File: src/rtl/mgc_serial_pkg.sv
// ============================================================================
// mgc_serial_pkg : shared types and constants for the serial magnitude compare
// Rev 1.0
// ============================================================================
`default_nettype none

package mgc_serial_pkg;

  localparam int NIBBLE_W = 4;

  typedef enum logic [1:0] {
    IDLE = 2'd0,
    RUN  = 2'd1,
    DONE = 2'd2
  } state_t;

  // Result bits are ordered {aeqb, agtb, altb}
  localparam logic [2:0] RES_EQ   = 3'b100;
  localparam logic [2:0] RES_GT   = 3'b010;
  localparam logic [2:0] RES_LT   = 3'b001;
  localparam logic [2:0] RES_NONE = 3'b000;

endpackage

`default_nettype wire

File: src/rtl/mgc.sv
// ============================================================================
// mgc : 4-bit combinational magnitude comparator
// Rev 1.0
// ============================================================================
`default_nettype none

module mgc (
  input  logic [3:0] A,
  input  logic [3:0] B,
  output logic       AeqB,
  output logic       AgtB,
  output logic       AltB
);

  assign AeqB = (A == B);
  assign AgtB = (A > B);
  assign AltB = (A < B);

endmodule

`default_nettype wire

File: src/rtl/mgc_serial.sv
// ============================================================================
// mgc_serial : wide-operand comparator, one nibble per cycle MSB first via mgc
// Rev 1.0
// ============================================================================
`default_nettype none

module mgc_serial
  import mgc_serial_pkg::*;
#(
  parameter int NIBBLES = 4,
  parameter int W       = 4 * NIBBLES
) (
  input  logic         clk,
  input  logic         rst_n,
  input  logic         start,
  input  logic [W-1:0] a,
  input  logic [W-1:0] b,
  output logic         busy,
  output logic         done,
  output logic         aeqb,
  output logic         agtb,
  output logic         altb
);

  localparam int IDX_W = (NIBBLES > 1) ? $clog2(NIBBLES) : 1;
  localparam logic [IDX_W-1:0] LAST_IDX = IDX_W'(NIBBLES - 1);

  state_t              state;
  logic [W-1:0]        sh_a;
  logic [W-1:0]        sh_b;
  logic [IDX_W-1:0]    idx;
  logic [2:0]          res;
  logic                busy_q;
  logic                done_q;

  logic                nib_eq;
  logic                nib_gt;
  logic                nib_lt;

  mgc u_mgc (
    .A    (sh_a[W-1 -: NIBBLE_W]),
    .B    (sh_b[W-1 -: NIBBLE_W]),
    .AeqB (nib_eq),
    .AgtB (nib_gt),
    .AltB (nib_lt)
  );

  // busy/done are kept as their own flops so every output comes straight from a register
  always_ff @(posedge clk or negedge rst_n) begin
    if (!rst_n) begin
      state  <= IDLE;
      sh_a   <= '0;
      sh_b   <= '0;
      idx    <= '0;
      res    <= RES_NONE;
      busy_q <= 1'b0;
      done_q <= 1'b0;
    end else begin
      done_q <= 1'b0;
      case (state)
        IDLE: begin
          if (start) begin
            sh_a   <= a;
            sh_b   <= b;
            idx    <= '0;
            res    <= RES_NONE;
            busy_q <= 1'b1;
            state  <= RUN;
          end
        end
        RUN: begin
          if (nib_gt || nib_lt) begin
            res    <= nib_gt ? RES_GT : RES_LT;
            busy_q <= 1'b0;
            done_q <= 1'b1;
            state  <= DONE;
          end else if (nib_eq && (idx == LAST_IDX)) begin
            res    <= RES_EQ;
            busy_q <= 1'b0;
            done_q <= 1'b1;
            state  <= DONE;
          end else begin
            sh_a <= sh_a << NIBBLE_W;
            sh_b <= sh_b << NIBBLE_W;
            idx  <= idx + 1'b1;
          end
        end
        DONE: begin
          state <= IDLE;
        end
        default: begin
          state  <= IDLE;
          busy_q <= 1'b0;
        end
      endcase
    end
  end

  assign busy = busy_q;
  assign done = done_q;
  assign {aeqb, agtb, altb} = res;

endmodule

`default_nettype wire

File: config.mk
export PLATFORM = sky130hd
export DESIGN_NAME = mgc_serial
export DESIGN_NICKNAME = d
export VERILOG_FILES = /design/src/rtl/mgc_serial_pkg.sv /design/src/rtl/mgc.sv /design/src/rtl/mgc_serial.sv
export SDC_FILE = /design/constraint.sdc
export NUM_CORES = 1
export LEC_CHECK = 0
export ABC_AREA = 0
export BUFFER_PORTS_ARGS = -buffer_cell sky130_fd_sc_hd__buf_2
export CAP_MARGIN = 20
export CORE_ASPECT_RATIO = 2
export CORE_MARGIN = 8
export CORE_UTILIZATION = 49
export CTS_CLUSTER_SIZE = 10
export DETAILED_ROUTE_END_ITERATION = 10
export GPL_ROUTABILITY_DRIVEN = 0
export PLACE_DENSITY = 0.75
export SYNTH_ARGS = -nofsm -noshare
export SYNTH_HDL_FRONTEND = slang
export SYNTH_HIERARCHICAL = 1
export SYNTH_SLANG_ARGS = --single-unit
File: constraint.sdc
create_clock -name clk -period 2.25 [get_ports clk]
set_input_delay 0.225 -clock clk [delete_from_list [all_inputs] [get_ports clk]]
set_output_delay 0.225 -clock clk [all_outputs]
set_load 0.01 [all_outputs]
# [Yosys cells after proc, flatten, opt, wreduce, memory -nomap -nowiden]
# Index checks and enable logic that the tools add are counted.
[totals] register_bits=41 elab_cells=55 output_inout_bits=5
[op_classes] n_mux=28 n_eq_ne=8 magnitude_cmp=2 bitwise_logic=1 reduce_logical=8 addsub=1
[op_table] operator="two-way mux 16 bit" count=6
[op_table] operator="one-hot mux 16 bit (2 select lines)" count=2
[op_table] operator="two-way mux 2 bit" count=7
[op_table] operator="two-way mux 3 bit" count=3
[op_table] operator="one-hot mux 2 bit (2 select lines)" count=2
[op_table] operator="two-way mux 1 bit" count=6
[op_table] operator="inequality test 2 bit (second input constant)" count=3
[op_table] operator="one-hot mux 3 bit (2 select lines)" count=1
[op_table] operator="AND reduction 3 bit" count=2
[op_table] operator="equality test 2 bit (second input constant)" count=2
[op_table] operator="equality test 4 bit" count=1
[op_table] operator="> comparator 4 bit" count=1
[op_table] operator="< comparator 4 bit" count=1
[op_table] operator="AND reduction 4 bit" count=1
[op_table] operator="inequality test 3 bit (second input constant)" count=1
[op_table] operator="one-hot mux 1 bit (3 select lines)" count=1
[op_table] operator="adder 2 x 1 -> 2 bit (second input constant)" count=1
[op_table] operator="equality test 2 x 1 -> 1 bit (second input constant)" count=1
[op_table] operator="logical NOT 2 bit" count=1
[op_table] operator="AND reduction 2 bit" count=1
[op_table] operator="nonzero test 2 bit" count=1
[op_table] operator="logical AND 1 bit" count=1
[op_table] operator="logical OR 1 bit" count=1
[op_table] operator="NOT 1 bit" count=1

# [Longest topological paths before layout]
# Gate-level depths: netlist (run 1).
[logic_depth] word_depth=5 ltp_mapped=9 ltp_nobuf=8

# [Cells and area by module]
# Netlist (run 1), hierarchy kept.
[modules_own_cells] mod="mgc_serial" area_each_um2=1914.3 n_inst=1 cells_each=150 seq_area_each_um2=1026.0
[modules_own_cells] mod="mgc" area_each_um2=128.9 n_inst=1 cells_each=16 seq_area_each_um2=0.0

# [Worst setup path before layout (run 1)]
# OpenSTA, ideal clock, no wires.
[synth_timing] path_type="flip-flop to flip-flop" from="reg sh_a[15]" to="reg sh_a[10]" setup_time_ns=0.123 path_slack_ns=0.141 stages_incl_launch_ff=9 required_ns=2.127 path_buffers=1 arrival_ns=1.987 period_less_slack_ns=2.109 cell_sequence="dfrtp_1 > ha_1 > nand2_1 > o21bai_4 > and2_1 > a211oi_1 > nand2_1 > buf_2 > o221a_2"
[synth_via] elab_chain_cells=4 word_cells_on_any_way=8 cone_classes="order compare: 2; eq/ne: 3; reduce/logical: 3"
[synth_lines] element="from (decl)" line="mgc_serial.sv:29" source="logic [W-1:0] sh_a;"
[synth_lines] element="from (signal assigned)" line="mgc_serial.sv:83" source="sh_a <= sh_a << NIBBLE_W;"
[synth_lines] element="< comparator 4 bit" line="mgc.sv:17" source="assign AltB = (A < B);"
[synth_lines] element="via nib_lt" line="mgc_serial.sv:38" source="logic nib_lt;"
[synth_lines] element="logical OR 1 bit" line="mgc_serial.sv:72" source="if (nib_gt || nib_lt) begin"
[synth_lines] element="inequality test 2 bit (no line)"
[synth_lines] element="AND reduction 4 bit (no line)"
# The timed path passes the listed nets, and every way through them passes these cells.
# A chain may end at the register's enable or synchronous reset.

# [Worst setup path in the final report (run 1)]
[layout_timing] from="reg sh_b[15]" to="reg sh_a[6]"
[layout_via] elab_chain_cells=4 word_cells_on_any_way=8 cone_classes="order compare: 2; eq/ne: 3; reduce/logical: 3"
[layout_lines] element="from (decl)" line="mgc_serial.sv:30" source="logic [W-1:0] sh_b;"
[layout_lines] element="from (signal assigned)" line="mgc_serial.sv:84" source="sh_b <= sh_b << NIBBLE_W;"
[layout_lines] element="< comparator 4 bit" line="mgc.sv:17"
[layout_lines] element="via nib_lt" line="mgc_serial.sv:38"
[layout_lines] element="logical OR 1 bit" line="mgc_serial.sv:72"
[layout_lines] element="inequality test 2 bit (no line)"
[layout_lines] element="AND reduction 4 bit (no line)"
# The timed path passes the listed nets, and every way through them passes these cells.

==> flow_metrics.tcl, run 1 <==
set metrics [dict create \
    dp_cells 251 \
    synth.top_cells.by_count "dfrtp_1, o221a_2, o32a_1, or3_1, o2bb2ai_1" \
    rows 33 \
    ios 40 \
    seq_area_mm2 0.00103 \
    nFillCells 367 \
    hpwlAfterDp_mm 3.70 \
    finalHoldViolCount 0 \
    synth_warnings 6 \
    grt_pass1_vias 1770 \
    r2r_end "sh_a[6]" \
    finalNonFillerCells 262 \
    drtAntennaViolNets 0 \
    grtUsageMet1_pct 20.6 \
    routedWlPerCell_um 19.5 \
    postLayoutCoreUtil_pct 60.8 \
    cts_sinks 41 \
    portBuffers 39 \
    worstSetupEndpointType "flop" \
    max_cap_violations 0 \
    htree_levels 2 \
    postCtsHoldBufs 0 \
    hold_class "in -> async" \
    synth-seq-cells 41 \
    power-per-cell-area_mw_per_mm2 1720 \
    syn_area_mm2 0.00204 \
    die_width_um 61.7 \
    routed_via_density 6.13 \
    fin_nets 249 \
    arrival_ps 2400 \
    met2_usage_pct 27.8 \
    cts_tree "built" \
    cp_slowest_stage_delay_ps 390 \
    grt_pass1_wl_mm 8.66 \
    worstSetupEndpoint "sh_a[6]" \
    synth_area_leader_cell "dfrtp_1" \
    r2r_slack_ps 80 \
    drt_iter0_markers 59 \
    yosysSeqAreaShare_pct 50.2 \
    syn_inst 166 \
    tightest_slew_ps 874 \
    drc 0 \
    die_area_mm2 0.00662 \
    antenna_found_initial 0 \
    stdcell_area_mm2 0.00246 \
    status "completed" \
    synth_top_area_share_pct 50.2 \
    fin_worst_skew_ps 7.58 \
    grt-ovfl-total 0 \
    fp.dieH_um 107 \
    yosys.cell_types.count 34 \
    routed_wl_mm 5.12 \
    synthArstFlopShare_pct 100 \
    use_met3_pct 4.67 \
    worstSkewPairLatency_ps 290 \
    dpl-instance-area_mm2 0.00231 \
    core_region_area_mm2 0.00405 \
    cp_max_fo 13 \
    yosysMostFrequentCell "dfrtp_1" \
    reg2regPathDepth 9 \
    irDropWorstVdd_v 0.00143 \
    setup_violations 0 \
    cp-start-kind "flop" \
    numCtsBuffers 5 \
    period_share_pct 96.5 \
    dominantRegCellSynth "dfrtp_1" \
    period_needed_ps 2170 \
    first_pass_iters 4 \
    finalSetupTns_ps 0 \
    cp.required_ps 2480 \
    leakage_uw 0.00107 \
    grt_max_degree 42 \
    vias 1607 \
    drive_above_1_share_pct 43.3 \
    startpoint "sh_b[15]" \
    area_growth_syn_to_layout_pct 20.5 \
    clkTransAtPathRegs_ps 80 \
    busiest_layer "met2" \
    synth_edf_count 0 \
    n_antenna_cell 0 \
    avgSynthCellArea_um2 12.3 \
    slowest_stage "dfrtp_1" \
    worstSetupPathType "reg -> reg" \
    worstPathCellList "inv_1 -> ha_1 -> nand2_1 -> o21bai_4 -> and2_4 -> a211o_4 -> a211oi_4 -> buf_12 -> o221a_2" \
    fmax_mhz 460 \
    grt_use_total_pct 17.2 \
    synth_top_cells_by_area "dfrtp_1, o221a_2, o32a_1" \
    clock-root-buffer "clkbuf_8" \
    start_util_pct 50.5 \
    total_power_uw 4240 \
    r2r_start "sh_b[15]" \
    relSlewSlack_pct 41.7 \
    drv_slew 0 \
    clockBufferDepth 2 \
    multi_input_area_um2 932 \
    syn_nets 206 \
]
-- critical path, delay by kind of cell, from the launching register on --
kind,cells,cell delay [ps]
simple gates,2,240
buf+inv,2,230
compound gates,4,970
flops,1,390
fa+ha+maj,1,290
-- cell type report --
type / count / area share [%]
clock inverter: 1 / 1.22
tap: 52 / 2.64
multi-input combinational: 105 / 37.9
inverter: 7 / 1.07
sequential: 41 / 41.7
clock buffer: 7 / 3.51
timing repair buffer: 49 / 12.0
-- kinds of logic after synthesis --
kind of cell	count (synthesis)	share of synthesized area [%]
compound gates	68	33.0
flops	41	50.2
simple gates	31	8.57
buf+inv	20	4.65
fa+ha+maj	5	3.06
mux	1	0.490
-- registers in the layout, summed over array words and instances (netlist names) --
signal	count
sh_a	16
done	1
busy	1
state	2
idx	2
res	3
sh_b	16
-- how the worst min path moves through the flow --
stage / startpoint / to / slack [ps] / cells past startpoint
floorplan: rst_n / busy / -70 / 0
global placement: rst_n / sh_a[14] / 390 / 1
detailed placement: rst_n / sh_a[14] / 390 / 1
CTS: rst_n / sh_a[15] / 80 / 1
global route: rst_n / sh_a[14] / 120 / 1
finish: rst_n / sh_a[9] / 50 / 1
-- per-stage QoR --
| stage | hold WS [ps] | worst slack [ps] |
|---|---|---|
| 6_report | 48.7 | 77.8 |
| 5_1_grt | 121 | -0.983 |
| 4_1_cts | 75.5 | 6.27 |
| 3_5_place_dp | 386 | 32.0 |
| 3_3_place_gp | 393 | 111 |
| 2_1_floorplan | -70.6 | 141 |
-- power breakdown --
group / switching, µW / internal (µW)
clock network: 244 / 362
registers: 279 / 1090
logic: 1080 / 1180
total: 1610 / 2630
-- routing by layer --
layer | vias to the layer above | routed length (µm)
met3 | 8 | 283
met4 | 0 | 84
met5 | - | 0
li1 | 752 | -
met2 | 51 | 2710
met1 | 796 | 2040
-- placed cells by master (no fill, tap or decap), types with 3 or more instances in the layout --
cell | Yosys | final
inv_1 | 7 | 7
clkbuf_8 | 0 | 6
dfrtp_1 | 41 | 41
o32a_1 | 12 | 12
o2bb2ai_1 | 9 | 9
or3_1 | 10 | 10
a22oi_1 | 8 | 8
ha_1 | 5 | 5
nor2_1 | 6 | 5
nand2_1 | 3 | 3
buf_4 | 1 | 8
a21oi_1 | 3 | 3
o221a_2 | 24 | 24
buf_2 | 7 | 39
-- repair_timing --
action,4_1_cts,5_1_grt
endpoints found under the setup margin,0,28
setup buffers,0,3
resized for setup,0,4
No activity file was read; power rests on OpenSTA's default activity.
==> run 2, diff against run 1 <==
==> constraint.sdc (replaced) <==
create_clock -name clk -period 1.8 [get_ports clk]
set_input_delay 0.18 -clock clk [delete_from_list [all_inputs] [get_ports clk]]
set_output_delay 0.18 -clock clk [all_outputs]
set_load 0.01 [all_outputs]
==> flow_metrics.tcl, run 2 (synthesis results as in run 1) <==
set metrics [dict create \
    r2r_slack_ps -320 \
    drtAntennaViolNets 0 \
    grt_pass1_vias 1845 \
    routed_wl_mm 5.90 \
    cts_sinks 41 \
    numCtsBuffers 5 \
    fin_ws_ps -318 \
    start_util_pct 50.5 \
    fmax_mhz 472 \
    fin_nets 275 \
    die_width_um 61.7 \
    cp_max_fo 13 \
    top_regs "sh_a (16), sh_b (16), res (3)" \
    area_growth_syn_to_layout_pct 44.8 \
    worstSkewPairLatency_ps 290 \
    vias 1721 \
    cts_tree "built" \
    stdcell_area_mm2 0.00296 \
    cp-start-kind "flop" \
    worstSetupEndpoint "sh_a[4]" \
    tightest_slew_ps 478 \
    finalSetupTns_ps -10640 \
    dpl-instance-area_mm2 0.00248 \
    arrival_ps 2360 \
    portBuffers 39 \
    drt_iter0_markers 54 \
    rsz0062_at_grt "yes" \
    worstSetupEndpointType "flop" \
    routedWlPerCell_um 20.5 \
    startpoint "sh_a[13]" \
    hpwlAfterDp_mm 4.03 \
    r2r_end "sh_a[4]" \
    period_needed_ps 2120 \
    drc 0 \
    first_pass_iters 4 \
    die_area_mm2 0.00662 \
    relSlewSlack_pct 68.1 \
    ios 40 \
    fp.dieH_um 107 \
    slowest_stage "dfrtp_1" \
    grt_use_total_pct 18.7 \
    worstSetupPathType "reg -> reg" \
    leakage_uw 0.00128 \
    fin_worst_skew_ps 10.4 \
    power-per-cell-area_mw_per_mm2 2320 \
    routed_via_density 6.00 \
    rows 33 \
    htree_levels 2 \
    worstPathCellList "ha_4 -> nor2b_4 -> o21bai_4 -> and2_4 -> a211o_4 -> a211oi_4 -> buf_12 -> o221a_2" \
    final_common_cell "dfrtp_1" \
    n_antenna_cell 0 \
    grt_pass1_wl_mm 9.21 \
    status "finished with violations" \
    nFillCells 292 \
    clkTransAtPathRegs_ps 80 \
    period_share_pct 118 \
    max_cap_violations 0 \
    violations "negative setup slack" \
    grt-ovfl-total 0 \
    grt_max_degree 24 \
    mostFrequentLayoutCells "dfrtp_1, buf_2, buf_4" \
    drv_slew 0 \
    cp.required_ps 2040 \
    setup_violations 41 \
    core_region_area_mm2 0.00405 \
    drive_above_1_share_pct 54.9 \
    antenna_found_initial 0 \
    postLayoutCoreUtil_pct 73.1 \
    clockBufferDepth 2 \
    hold_class "in -> reg" \
    r2r_start "sh_a[13]" \
    clock-root-buffer "clkbuf_8" \
    finalHoldViolCount 0 \
    reg2regPathDepth 8 \
    cp_slowest_stage_delay_ps 430 \
    irDropWorstVdd_v 0.00162 \
]
## run 2: routing by layer
metal	global-route usage, %	vias up	wire length [µm]
met2	33.8	34	3410
met1	20.0	869	2200
met5	0	-	0
met4	6.24	0	109
li1	-	807	-
met3	3.71	11	172
## run 2: cell type report
cell class / count / area [µm²] / area share, %
tap: 52 / 65.1 / 2.20
multi-input combinational: 105 / 1180 / 40.0
inverter: 7 / 26.3 / 0.888
clock inverter: 2 / 35.0 / 1.18
timing repair buffer: 75 / 554 / 18.7
sequential: 41 / 1030 / 34.7
clock buffer: 5 / 68.8 / 2.33
## run 2: through the flow
step / instances / total power [µW] / worst slack, ps / hold slack, ps
finish: 287 / 6880 / -318 / 184
global route: 287 / 7250 / -389 / 207
CTS: 284 / 6300 / -333 / 179
detailed placement: 271 / 4810 / -335 / 157
global placement: 271 / 4620 / -260 / 146
floorplan: 166 / 3760 / -220 / -116
## run 2: repair_timing
action,CTS,global route
gates resized for setup,26,19
gates cloned,0,1
hold buffers,1,0
pin swaps,1,15
hold endpoints to repair,18,0
setup buffers,5,2
setup endpoints to repair,40,41
## run 2: critical path, delay by kind of cell (launching register included)
family | cells | cell delay (ps)
AO/OA/AOI/OAI | 4 | 850
flip-flops | 1 | 430
AND/OR/NAND/NOR | 2 | 320
adder cells (fa/ha/maj) | 1 | 290
buffers and inverters | 1 | 170
## run 2: power breakdown
part | internal, µW | switching, µW | total (µW) | leakage (µW)
combinational | 2510 | 1860 | 4380 | 0.000749
sequential | 1370 | 410 | 1780 | 0.000479
clock | 403 | 317 | 720 | 0.0000540
## run 2: worst min path at each step
stage	start	to	slack, ps	cells after the start
after floorplan	rst_n	busy	-120	0
after global placement	rst_n	sh_a[14]	150	1
after detailed placement	rst_n	sh_a[14]	160	1
after CTS	b[1]	sh_b[1]	180	3
after global routing	a[1]	sh_a[1]	210	3
final	a[1]	sh_a[1]	180	3
==> run 3, diff against run 2 <==
--- a/config.mk
+++ b/config.mk
@@ -17,5 +17,4 @@
 export PLACE_DENSITY = 0.75
 export SYNTH_ARGS = -nofsm -noshare
 export SYNTH_HDL_FRONTEND = slang
-export SYNTH_HIERARCHICAL = 1
 export SYNTH_SLANG_ARGS = --single-unit
==> flow_metrics.tcl, run 3 <==
set metrics [dict create \
    status "finished with violations" \
    violations "negative setup slack" \
    busiest_layer "met2" \
    irDropWorstVdd_v 0.00122 \
    leakage_uw 0.00126 \
    finalHoldViolCount 0 \
    die_area_mm2 0.00675 \
    drtAntennaViolNets 0 \
    routed_via_density 5.17 \
    ios 40 \
    period_share_pct 103 \
    min_path_cells 3 \
    met2_usage_pct 27.4 \
    n_antenna_cell 0 \
    dpl-instance-area_mm2 0.00246 \
    fin_nets 265 \
    core_region_area_mm2 0.00409 \
    fp.dieH_um 108 \
    grt_pass1_vias 1600 \
    drv_slew 0 \
    period_needed_ps 1850 \
    power-per-cell-area_mw_per_mm2 1820 \
    arrival_ps 2030 \
    holdWs_ps 86.5 \
    hold_end "sh_b[0]" \
    synth-seq-cells 41 \
    multi_input_area_mm2 0.00105 \
    grt-ovfl-total 0 \
    cts_sinks 41 \
    use_met3_pct 4.14 \
    reg2regPathDepth 6 \
    start_util_pct 51.2 \
    syn_inst 167 \
    cp.required_ps 1980 \
    hpwlAfterDp_mm 3.45 \
    grtUsageMet1_pct 14.5 \
    nFillCells 334 \
    hold_class "in -> reg" \
    die_width_um 62.2 \
    final_common_cell "dfrtp_1" \
    setup_violations 20 \
    finalNonFillerCells 278 \
    synth_warnings 0 \
    synth_top_cells_by_area "dfrtp_1, mux2_2, mux2_4" \
    syn_nets 207 \
    fin_worst_skew_ps 11.9 \
    r2r_slack_ps -50 \
    worstSetupEndpointType "flop" \
    area_growth_syn_to_layout_pct 25.2 \
    drt_iter0_markers 40 \
    stdcell_area_mm2 0.00262 \
    synth.top_cells.by_count "dfrtp_1, mux2_2, nand2_1, mux2_4, o21ai_0" \
    cp-start-kind "flop" \
    min_from "b[0]" \
    r2r_start "sh_a[15]" \
    total_power_uw 4770 \
    grt_use_total_pct 14.5 \
    vias 1436 \
    top_regs "sh_a (16), sh_b (16), res (3)" \
    grt_pass1_wl_mm 7.71 \
    seq_area_mm2 0.00103 \
    postLayoutCoreUtil_pct 64.2 \
    dp_cells 267 \
    clkTransAtPathRegs_ps 80 \
    routedWlPerCell_um 16.4 \
    fmax_mhz 541 \
    dominantRegCellSynth "dfrtp_1" \
    r2r_end "sh_b[10]" \
    numCtsBuffers 5 \
    antenna_found_initial 0 \
    portBuffers 39 \
    routed_wl_mm 4.57 \
    clock-root-buffer "clkbuf_8" \
    tightest_slew_ps 503 \
    drc 0 \
    rsz0062_at_grt "yes" \
    rows 33 \
    grt_max_degree 42 \
    relSlewSlack_pct 66.5 \
    synth_edf_count 0 \
    worstSkewPairLatency_ps 290 \
    drive_above_1_share_pct 50.9 \
    htree_levels 2 \
    mostFrequentLayoutCells "dfrtp_1, buf_2, mux2_2" \
    fin_ws_ps -49.9 \
    synthArstFlopShare_pct 100 \
    first_pass_iters 4 \
    yosysMostFrequentCell "dfrtp_1" \
    cp_max_fo 13 \
    worstSetupPathType "reg -> reg" \
    yosys.cell_types.count 28 \
    syn_area_mm2 0.00209 \
    synth_area_leader_cell "dfrtp_1" \
    yosysSeqAreaShare_pct 49.0 \
    synth_top_area_share_pct 49.0 \
    max_cap_violations 0 \
    clockBufferDepth 2 \
    cts_tree "built" \
    avgSynthCellArea_um2 12.5 \
]
run 3: cell types whose count changed after synthesis, sizes merged, moves of 3 or more:
| cell | previous run | this run |
|---|---|---|
| a22oi | 8 | 0 |
| and2 | 3 | 0 |
| buf | 10 | 5 |
| mux2 | 0 | 40 |
| mux2i | 1 | 10 |
| nand2 | 3 | 20 |
| o21ai | 1 | 12 |
| o221a | 24 | 0 |
| o2bb2ai | 9 | 0 |
| o32a | 12 | 0 |
| or3 | 10 | 0 |
run 3: worst max path at each step:
stage,startpoint,end,slack [ps],depth (start not counted)
final,sh_a[15],sh_b[10],-50,6
after global routing,sh_b[12],sh_b[12],-130,6
after CTS,sh_b[12],sh_b[12],-40,6
after detailed placement,sh_b[13],sh_b[12],-80,7
after global placement,sh_b[15],sh_b[4],-50,7
after floorplan,sh_a[15],sh_a[10],-10,6
run 3: what timing repair did:
action,in CTS,in global routing
hold buffers,1,0
setup buffers,1,1
hold endpoints to repair,41,0
endpoints found under the setup margin,30,25
gates resized for setup,5,1
pin swaps,1,0
run 3: metrics by stage:
| step | setup TNS (ps) | setup slack (ps) |
|---|---|---|
| after floorplan | -149 | -14.4 |
| after global placement | -780 | -47.1 |
| after detailed placement | -1030 | -76.1 |
| after CTS | -303 | -42.1 |
| after global routing | -2260 | -132 |
| final | -514 | -49.9 |
run 3: cells by family after synthesis:
group                      share of synthesized area [%]
AOI/OAI and AO/OA                                   8.72
DFF                                                 49.0
muxes                                               28.8
adders and majority gates                           2.99
and+or+nand+nor                                     6.45
buffers and inverters                               4.06
run 3: routing by layer:
metal	wire length, µm	share of wire [%]	vias up
met5	0	0	-
met3	139	3.0	5
met4	61	1.3	0
li1	-	-	704
met2	2600	57	23
met1	1770	39	704
run 3: area by class of cell:
class	instances	share of cell area, %
Clock buffer	6	3.15
Clock inverter	2	0.525
Inverter	8	1.15
Multi-Input combinational cell	112	39.9
Sequential cell	41	39.1
Tap cell	52	2.48
Timing Repair Buffer	57	13.6
run 3: worst max-delay path: stages, from the launching register on:
cell      delay [ps]
dfrtp_1          420
ha_4             300
nand4_1          110
nand2b_4         180
o21ai_4          210
buf_12           180
mux2_2           330
run 3: report_power, final:
part	switching [µW]	leakage [µW]	total, µW	internal (µW)
clock network	317	0.0000512	627	311
registers	256	0.000498	1620	1370
logic	1100	0.000708	2520	1420
